==> src/rtl/rr_mux_n_if.sv <==
// Handshake bundle for rr_mux_n: CH request channels in, one registered stream out.
// The DUT connects through the slave modport and the producer/consumer side through the master modport.
interface rr_mux_n_if #(
   parameter int N  = 4,
   parameter int CH = 4,
   parameter int SW = 2
);
   logic [CH*N-1:0] in_data;
   logic [CH-1:0]   in_valid;
   logic [CH-1:0]   in_ready;
   logic [N-1:0]    out_data;
   logic [SW-1:0]   out_sel;
   logic            out_valid;
   logic            out_ready;

   modport master (
      output in_data, in_valid, out_ready,
      input  in_ready, out_data, out_sel, out_valid
   );

   modport slave (
      input  in_data, in_valid, out_ready,
      output in_ready, out_data, out_sel, out_valid
   );
endinterface

==> src/rtl/rr_mux_n.sv <==
// Round-robin arbitrating mux: CH producers share one registered output stream.
// Define RR_MUX_N_SKID_EN for a 2-entry skid buffer that cuts the out_ready->in_ready path.
module rr_mux_n #(
   parameter int N  = 4,
   parameter int CH = 4,
   parameter int SW = 2
) (
   input logic      clk,
   input logic      rst,
   rr_mux_n_if.slave bus
);

   logic [SW-1:0] ptr;
   logic [SW-1:0] grant;
   logic          found;
   logic          accept;
   logic          push;
   logic          pop;
   logic [N-1:0]  new_data;
   logic [N-1:0]  head_data;
   logic [SW-1:0] head_sel;

   // First requester at or after ptr, wrapping modulo CH (CH need not be a power of two).
   always_comb begin
      int j;
      logic [SW-1:0] idx;
      j     = 0;
      idx   = '0;
      grant = '0;
      found = 1'b0;
      for (int i = 0; i < CH; i++) begin
         j = int'(ptr) + i;
         if (j >= CH) j = j - CH;
         idx = SW'(j);
         if (!found && bus.in_valid[idx]) begin
            grant = idx;
            found = 1'b1;
         end
      end
   end

   assign new_data = bus.in_data[int'(grant)*N +: N];
   assign push     = found && accept;
   assign pop      = bus.out_valid && bus.out_ready;

   always_comb begin
      bus.in_ready = '0;
      if (found && accept && !rst) bus.in_ready[grant] = 1'b1;
   end

   // The pointer only advances past a channel once it has actually transferred.
   always_ff @(posedge clk) begin
      if (rst)
         ptr <= '0;
      else if (push)
         ptr <= (grant == SW'(CH - 1)) ? '0 : grant + 1'b1;
   end

`ifdef RR_MUX_N_SKID_EN
   logic [1:0]    count;
   logic [N-1:0]  tail_data;
   logic [SW-1:0] tail_sel;

   assign accept        = (count != 2'd2);
   assign bus.out_valid = (count != 2'd0);

   // Head is what the consumer sees; tail only fills when the head is stalled.
   always_ff @(posedge clk) begin
      if (rst) begin
         count     <= 2'd0;
         head_data <= '0;
         head_sel  <= '0;
         tail_data <= '0;
         tail_sel  <= '0;
      end else begin
         if (pop && count == 2'd2) begin
            head_data <= tail_data;
            head_sel  <= tail_sel;
         end else if (push && (count == 2'd0 || pop)) begin
            head_data <= new_data;
            head_sel  <= grant;
         end else if (push) begin
            tail_data <= new_data;
            tail_sel  <= grant;
         end
         case ({push, pop})
            2'b10:   count <= count + 2'd1;
            2'b01:   count <= count - 2'd1;
            default: count <= count;
         endcase
      end
   end
`else
   logic head_valid;

   assign accept        = !head_valid || bus.out_ready;
   assign bus.out_valid = head_valid;

   // Single output register, refilled in the same cycle it drains.
   always_ff @(posedge clk) begin
      if (rst) begin
         head_valid <= 1'b0;
         head_data  <= '0;
         head_sel   <= '0;
      end else if (push) begin
         head_valid <= 1'b1;
         head_data  <= new_data;
         head_sel   <= grant;
      end else if (pop) begin
         head_valid <= 1'b0;
      end
   end
`endif

   assign bus.out_data = head_data;
   assign bus.out_sel  = head_sel;

endmodule

==> src/flat_wrapper.sv <==
// flat-port wrapper written by rule: the top's interface ports become plain ports
module rr_mux_n_flat 
#(
   parameter int N  = 4,
   parameter int CH = 4,
   parameter int SW = 2
)
  (clk, rst, bus_in_data, bus_in_valid, bus_out_ready, bus_in_ready, bus_out_data, bus_out_sel, bus_out_valid);
  rr_mux_n_if #(.N(N), .CH(CH), .SW(SW)) bus_i ();
  input logic clk;
  input logic rst;
  input wire logic [$bits(bus_i.in_data)-1:0] bus_in_data;
  input wire logic [$bits(bus_i.in_valid)-1:0] bus_in_valid;
  input wire logic [$bits(bus_i.out_ready)-1:0] bus_out_ready;
  output wire logic [$bits(bus_i.in_ready)-1:0] bus_in_ready;
  output wire logic [$bits(bus_i.out_data)-1:0] bus_out_data;
  output wire logic [$bits(bus_i.out_sel)-1:0] bus_out_sel;
  output wire logic [$bits(bus_i.out_valid)-1:0] bus_out_valid;
  assign bus_i.in_data = bus_in_data;
  assign bus_i.in_valid = bus_in_valid;
  assign bus_i.out_ready = bus_out_ready;
  assign bus_in_ready = bus_i.in_ready;
  assign bus_out_data = bus_i.out_data;
  assign bus_out_sel = bus_i.out_sel;
  assign bus_out_valid = bus_i.out_valid;
  rr_mux_n #(.N(N), .CH(CH), .SW(SW)) u_core (.clk(clk), .rst(rst), .bus(bus_i));
endmodule
==> config.mk <==
export PLATFORM = sky130hd
export DESIGN_NAME = rr_mux_n_flat
export DESIGN_NICKNAME = d
export VERILOG_FILES = /design/src/rtl/rr_mux_n_if.sv /design/src/rtl/rr_mux_n.sv /design/src/flat_wrapper.sv
export SDC_FILE = /design/constraint.sdc
export NUM_CORES = 1
export LEC_CHECK = 0
export CAP_MARGIN = 20
export CORE_MARGIN = 4
export CORE_UTILIZATION = 42
export CTS_BUF_LIST = sky130_fd_sc_hd__clkbuf_8
export CTS_CLUSTER_SIZE = 14
export DETAILED_ROUTE_END_ITERATION = 10
export PLACE_DENSITY = 0.95
export RECOVER_POWER = 100
export SLEW_MARGIN = 5
export SYNTH_ARGS = -nofsm -noshare
export SYNTH_HDL_FRONTEND = slang
export SYNTH_SLANG_ARGS = --single-unit
==> constraint.sdc <==
create_clock -name clk -period 2.7 [get_ports clk]
set_input_delay 0.54 -clock clk [delete_from_list [all_inputs] [get_ports clk]]
set_output_delay 0.54 -clock clk [all_outputs]
set_load 0.05 [all_outputs]
Word level (Yosys, flattened, before mapping)
Index checks and enable logic that the tools add are counted.
{"block": "op_classes", "magnitude_cmp": 10, "muxes": 26, "n_eq_ne": 1, "addsub": 8, "shift": 1, "n_reduce_logical": 14}
{"cell": "2-to-1 mux 2 bit", "n": 9}
{"cell": "variable part select 16 x 5 -> 4 bit", "n": 1}
{"cell": "less-than comparator 2 x 3 -> 1 bit (second input constant)", "n": 5}
{"cell": "2-to-1 mux 1 bit", "n": 11}
{"cell": "greater-or-equal comparator 3 bit (second input constant)", "n": 3}
{"cell": "binary-select mux 1 bit (select 2 bit)", "n": 4}
{"cell": "subtractor 2 x 1 -> 2 bit (second input constant)", "n": 4}
{"cell": "logical AND 1 bit", "n": 7}
{"cell": "adder 2 x 2 -> 3 bit (second input constant)", "n": 2}
{"cell": "logical NOT 1 bit", "n": 5}
{"cell": "2-to-1 mux 4 bit", "n": 1}
{"cell": "adder 2 x 1 -> 3 bit (second input constant)", "n": 1}
{"cell": "greater-or-equal comparator 2 x 3 -> 1 bit (second input constant)", "n": 1}
{"cell": "adder 2 x 1 -> 2 bit (second input constant)", "n": 1}
{"cell": "demux 1 bit (select 2 bit)", "n": 1}
{"cell": "equality test 2 bit (second input constant)", "n": 1}
{"cell": "greater-or-equal comparator 2 x 1 -> 1 bit (second input constant)", "n": 1}
{"cell": "nonzero test 2 bit", "n": 1}
{"cell": "logical OR 1 bit", "n": 1}
{"block": "word_totals", "out_inout_bits": 11, "elab_cells": 64, "in_bits": 23, "regBits": 9}

Longest topological paths before layout
Gate-level depths: netlist of run 1.
{"block": "logic_depth", "word_depth": 19, "mapped_depth": 7}

Worst setup path before layout of run 1
Ideal clock, no wire load.
{"block": "synth_path", "kind": "input port to output port", "from": "in bus_in_valid[2]", "to": "out bus_in_ready[0]", "stages": 6, "n_path_buf": 2, "slack_ps": -280, "arrival_time_ps": 2440, "required_time_ps": 2160, "cell_sequence": "inv_1 > o32a_2 > and2_4 > buf_6 > buf_12 > nor3_1"}
{"block": "synth_via", "elab_chain_len": 17}
{"item": "start, declared", "line_no": "flat_wrapper.sv:13", "source": "input wire logic [$bits(bus_i.in_valid)-1:0] bus_in_valid;"}
{"item": "binary-select mux 1 bit (select 2 bit)", "line_no": "rr_mux_n.sv:35", "source": "if (!found && bus.in_valid[idx]) begin"}
{"item": "2-to-1 mux 1 bit (not written as such)", "line_no": "rr_mux_n.sv:35"}
{"item": "2-to-1 mux 1 bit", "line_no": "rr_mux_n.sv:35"}
{"item": "logical NOT 1 bit", "line_no": "rr_mux_n.sv:35"}
{"item": "logical AND 1 bit", "line_no": "rr_mux_n.sv:35"}
{"item": "2-to-1 mux 1 bit", "line_no": "rr_mux_n.sv:35"}
{"item": "logical NOT 1 bit", "line_no": "rr_mux_n.sv:35"}
{"item": "logical AND 1 bit", "line_no": "rr_mux_n.sv:35"}
{"item": "2-to-1 mux 1 bit", "line_no": "rr_mux_n.sv:35"}
{"item": "logical NOT 1 bit", "line_no": "rr_mux_n.sv:35"}
{"item": "logical AND 1 bit", "line_no": "rr_mux_n.sv:35"}
{"item": "2-to-1 mux 2 bit", "line_no": "rr_mux_n.sv:35"}
{"item": "less-than comparator 2 x 3 -> 1 bit (not written as such) / greater-or-equal comparator 2 x 1 -> 1 bit (equally long branches)", "line_no": "rr_mux_n.sv:48", "source": "if (found && accept && !rst) bus.in_ready[grant] = 1'b1;"}
{"item": "logical AND 1 bit (not written as such)", "line_no": "rr_mux_n.sv:48"}
{"item": "2-to-1 mux 1 bit (not written as such)", "line_no": "rr_mux_n.sv:48"}
{"item": "demux 1 bit (select 2 bit)"}
{"item": "2-to-1 mux 4 bit (*)", "line_no": "rr_mux_n.sv:48"}
{"item": "end, declared", "line_no": "flat_wrapper.sv:15", "source": "output wire logic [$bits(bus_i.in_ready)-1:0] bus_in_ready;"}
Every way passes the cells marked *; elsewhere a longest branch is shown, timed or not. The select of a mux whose other input is x is not followed.

Worst setup path after layout of run 1
{"block": "layout_path", "from": "in bus_in_valid[1]", "to": "out bus_in_ready[3]"}
The elaborated chain is that of the path after synthesis.

==> results of run 1 <==
==> cell usage after synthesis (2+ instances only) <==
library cell | number | area share
a21oi_1 | 6 | 0.050
a2111oi_1 | 4 | 0.067
nor2_1 | 3 | 0.019
nor3_1 | 2 | 0.017
a211oi_1 | 5 | 0.062
a21boi_0 | 5 | 0.062
clkbuf_1 | 2 | 0.012
mux2i_1 | 4 | 0.067
nor3b_1 | 2 | 0.025
inv_1 | 3 | 0.019
dfxtp_1 | 9 | 0.30
o21bai_1 | 4 | 0.050
nand2_1 | 6 | 0.037
==> cell families after synthesis <==
| kind of cell | after synthesis | share of synthesized area |
|---|---|---|
| flops | 9 | 0.299 |
| simple gates | 16 | 0.133 |
| xor+xnor | 1 | 0.0146 |
| compound gates | 30 | 0.385 |
| buf+inv | 7 | 0.0832 |
| mux | 5 | 0.0852 |
==> worst max path at each step <==
stage                            endpoint  cells after the start
after floorplan           bus_in_ready[0]                      6
after global placement    bus_in_ready[2]                      7
after detailed placement  bus_in_ready[2]                      7
after CTS                 bus_in_ready[3]                      7
after global routing      bus_in_ready[3]                      7
final                     bus_in_ready[3]                      7
==> power by group through the flow <==
stage	Combinational (W)	Clock, W	Sequential, W
global route	0.000301	0.000170	0.000168
floorplan	0.000127	0	0.000208
finish	0.000284	0.000161	0.000166
CTS	0.000270	0.000157	0.000164
detailed placement	0.000265	0	0.000166
global placement	0.000259	0	0.000164
==> state kept, by name, summed over array words and instances (netlist names) <==
register,cells
u_core.bus.out_data,4
u_core.bus.out_sel,2
u_core.ptr,2
u_core.bus.out_valid,1
==> metrics by stage <==
step / utilization / setup WS, ns / cell area, um^2 / hold slack, ns / std cells
final: 0.839 / -0.0237 / 1100 / 0.488 / 123
after global routing: 0.839 / -0.0667 / 1100 / 0.503 / 123
after CTS: 0.815 / 0.0164 / 1070 / 0.474 / 123
after detailed placement: 0.778 / -0.0242 / 1020 / 0.454 / 119
after global placement: 0.778 / 0.0179 / 1020 / 0.447 / 119
after floorplan: - / 0.146 / 622 / 0.491 / 68
==> final cells by class <==
cell class | count | share of cell area
Clock buffer | 3 | 0.0374
Clock inverter | 1 | 0.00340
Inverter | 3 | 0.0102
Multi-Input combinational cell | 52 | 0.384
Sequential cell | 9 | 0.163
Tap cell | 15 | 0.0170
Timing Repair Buffer | 40 | 0.385
==> critical path, stage by stage <==
cell and delay [ns]:
clkdlybuf4s50_1 0.52, nor4_1 0.07, buf_4 0.15, a21oi_2 0.21, nand2_1 0.23, nor3b_4 0.29
buf_12 0.17
==> layer usage <==
metal | GRT usage | share of wire | routed length (um) | up-vias
met1 | 0.233 | 0.37 | 834 | 334
met5 | 0 | 0 | 0 | -
met4 | 0.114 | 0.055 | 124 | 0
li1 | - | - | - | 340
met2 | 0.376 | 0.49 | 1100 | 43
met3 | 0.111 | 0.089 | 200 | 12
==> timing repair <==
item / in CTS / in global routing
resized for setup: 1 / 7
hold endpoints to repair: 0 / 0
endpoints found under the setup margin: 3 / 4
pin swaps: 0 / 1
==> out/results.ini, run 1 <==
[clock_network]
cts_hold_buf=0
path_clk_slew_ns=0.05
numCtsBuffers=3
htreeDepth=1
clk_latency_ns=0.24
clkSinkCount=9
postCtsSetupBuffers=0
cts-root-buf=clkbuf_8
clk_path_buf_depth=2
cts_tree=yes

[routing]
ant_nets=0
vias=729
wl_mm=2.26
drt-pass1-iter-count=4
drcViolationCount=0
routed_via_density=5.93
wl_per_cell_um=18.4
drt_iter0_drc=12

[floorplanning]
core_area_um2=1320
num_rows=13
dieArea_um2=2100
ios=34
start_util=0.457
die_y_um=45.9
die_x_um=45.9

[hold_path]
hp-class=register to register
holdCritStartpoint=u_core.bus.out_sel[1]
hold_depth=2
min_to=u_core.bus.out_sel[1]

[yosys]
async_reset_ff_frac=0
synth_fp_nets=91
yosysUniqueCellTypes=26
synth_ff_type=dfxtp_1
ys_ff_latch=9
seq_area_frac_synth=0.299
synth_edf_count=0
synth_cells=68
ys_warn_count=0
avgSynthCellArea_um2=8.85
syn_area_um2=602

[final_layout]
layout-drive-gt1-share=0.250
final_common_cell=clkdlybuf4s50_1
seq_area_um2=180
most-common-layout-cells=clkdlybuf4s50_1, dfxtp_1, buf_4
fill_cells=65
antenna_cells=0
syn2layout_area_growth_pct=83.6
nNetsFinal=132
multiInputGateArea_um2=424

[power]
p_per_area_nw_per_um2=553
pwr-share-comb=0.465
clkPwrFrac=0.263
ir_worst_vdd_v=0.000416
sw_frac_of_total=0.382
total_power_w=0.000611
p_leak_nw=0.443
seqPwrFrac=0.272
p_int_w=0.000378
p_switching_w=0.000233

[outcome]
status=complete, but fails checks
violations=setup timing

[sta]
rsz0062_at_grt=yes
finalSetupTns_ns=-0.0237
hold_viol=0
slew_headroom=0.536
setup_violations=1
setup_ws_ns=-0.0237
fin_crit_ns=2.72
clock.fmax_mhz=367
worst_clock_skew_ns=0.00329
maxSlewViolCount=0
worst_slew_pin_slew_ns=0.694
fin_crit_sh=1.01

[placed_design]
dp_hpwl_mm=1.52
gp_congestion=0.791
io_buffers=33

[worst_setup_path]
ff2ff_path_depth=5
startpoint_type=input pin
r2r_start=u_core.ptr[1]
end_kind=primary output
crit_type=input pin to primary output
critPathMaxFanout=5
ff2ff_setup_slack_ns=0.73
worstReg2RegEnd=u_core.bus.out_data[3]
cp.arrival_ns=2.18
required_ns=2.16
cp-startpoint=bus_in_valid[1]

[global_routing]
grt_usage=0.227
antenna_found_initial=0
grt_max_degree=14
first_global_vias=755
grt_pass1_wl_mm=3.31
grt-ovfl-total=0

[job]
cap_violations=0

Note: power is estimated with default switching activity, not from simulation.
==> run 2, diff against run 1 <==
- clock period: 2.7 -> 3.15 ns (I/O delays scaled with it)
==> run 2 against run 1 <==
Compared with the run above:
- via count down 4.1%
- the run now ends clean
- hold slack worse by 0.030 ns
- final area decreased by 9.3%
- clock-buffer cell count unchanged
- critical path depth stayed put
- non-clock buffer count down 6
- utilization down 7.8 points
==> out/results.ini, run 2 (synthesis results as in run 1) <==
[global_routing]
grt_pass1_wl_mm=3.01  ; -9.2%
grt_usage=0.198  ; -0.0282
first_global_vias=709  ; -6.1%
grt-ovfl-total=0  ; unchanged
antenna_found_initial=0  ; unchanged
grt_max_degree=16  ; +2

[final_layout]
antenna_cells=0  ; unchanged
syn2layout_area_growth_pct=66.5
nNetsFinal=126  ; -4.5%
largest_register_ff_count=4  ; unchanged
layout-drive-gt1-share=0.176  ; -0.0735
instances_no_fill=117  ; -4.9%
fin_util=0.761  ; -0.0779
most-common-layout-cells=clkdlybuf4s50_1, dfxtp_1, dlygate4sd3_1
final_common_cell=clkdlybuf4s50_1

[placed_design]
dp_cells=113  ; -5.0%
gp_congestion=0.799  ; +1.1%
dp_hpwl_mm=1.42  ; -6.3%
io_buffers=33  ; unchanged

[worst_setup_path]
required_ns=2.52  ; +0.36 ns
cp.arrival_ns=2.37  ; +0.19 ns
end_kind=primary output
startpoint_type=input pin
crit_type=input pin to primary output
critPathMaxFanout=6  ; +1

[clock_network]
path_clk_slew_ns=0.05  ; about the same
postCtsSetupBuffers=0  ; unchanged
cts_tree=yes
htreeDepth=1  ; unchanged
clk_latency_ns=0.24  ; about the same
cts-root-buf=clkbuf_8
clkSinkCount=9  ; unchanged
numCtsBuffers=3  ; unchanged
clk_path_buf_depth=2  ; unchanged

[routing]
drcViolationCount=0  ; unchanged
ant_nets=0  ; unchanged
drt_iter0_drc=13  ; +1
routed_via_density=5.97  ; +0.80%
drt-pass1-iter-count=4  ; unchanged
wl_mm=1.99  ; -12%
wl_per_cell_um=17.0  ; -7.3%
vias=699  ; -4.1%

[power]
p_per_area_nw_per_um2=484  ; -13%
p_leak_nw=0.396  ; -11%
ir_worst_vdd_v=0.000337  ; -19%

[sta]
maxSlewViolCount=0  ; unchanged
setup_violations=0  ; -1
fin_crit_sh=0.951
slew_headroom=0.620  ; +0.0844
fin_crit_ns=3.00
hold_viol=0  ; unchanged
hold_ws_ns=0.458  ; -0.0299 ns
finalSetupTns_ns=0  ; +0.0237 ns
worst_clock_skew_ns=0.00128  ; -0.00201 ns
rsz0062_at_grt=no
clock.fmax_mhz=334
worst_slew_pin_slew_ns=0.556  ; -0.139 ns

[hold_path]
hp-class=register to register

[floorplanning]
core_area_um2=1320  ; unchanged
num_rows=13  ; unchanged
die_y_um=45.9  ; unchanged
dieArea_um2=2100  ; unchanged
die_x_um=45.9  ; unchanged
ios=34  ; unchanged
start_util=0.457  ; unchanged

[outcome]
status=completed

[job]
cap_violations=0  ; unchanged

[run 2: changes by cell type in the layout (fill, tap and decap cells not counted), sizes merged]
cell,change
buf,-8
dlygate4sd3,+7
clkdlybuf4s50,-6
clkbuf,+2
dlymetal6s2s,-1
[run 2: final cells by class]
cell class | count | area, um^2
clock inverters | 1 | 3.75
clock buffers | 3 | 41.3
repair buffers | 34 | 359
well taps | 15 | 18.8
multi-input cells | 52 | 388
fillers | 77 | 315
inverters | 3 | 11.3
flip-flops and latches | 9 | 180
[run 2: critical path, stage by stage]
cell and delay (ns):
clkdlybuf4s50_1 0.47, a21o_2 0.24, a21oi_1 0.17, o22a_2 0.23
nand2_1 0.14, nor3_2 0.30, buf_12 0.18
[run 2: path summary, 6_finish.rpt]
check	to	cells past startpoint	from	slack (ns)
worst min-delay path	u_core.bus.out_sel[1]	2	u_core.bus.out_sel[1]	0.46
worst max-delay path	bus_in_ready[2]	7	bus_in_valid[0]	0.15
worst min register to register	u_core.bus.out_sel[1]	2	u_core.bus.out_sel[1]	0.46
worst max register to register	u_core.bus.out_data[0]	5	u_core.ptr[1]	1.27
[run 2: timing repair]
action	in CTS	in global routing
endpoints found under the hold margin	0	0
setup endpoints to repair	0	3
gates resized for setup	0	3
hold buffers	0	0
[run 2: power breakdown]
group	internal (W)	leakage, nW	switching [W]
Combinational	0.0000876	0.294	0.000122
Clock	0.0000852	0.0269	0.0000495
Sequential	0.000129	0.0750	0.0000118
Total	0.000302	0.396	0.000183
[run 2: metrics by stage]
stage | instance area [um^2] | total power, W | setup slack (ns)
5_1_grt | 1000 | 0.000506 | 0.0533
2_1_floorplan | 607 | 0.000284 | 0.0223
4_1_cts | 1010 | 0.000490 | 0.0390
6_report | 1000 | 0.000485 | 0.154
3_5_place_dp | 965 | 0.000357 | 0.0492
3_3_place_gp | 965 | 0.000350 | 0.165
[run 2: per-layer routing]
layer  global-route usage  vias up  routed length (um)
li1                     -      327                   -
met3               0.0395        9                 171
met1                0.204      321                 724
met4                0.119        0                  66
met2                0.360       42                1030
met5                    0        -                   0
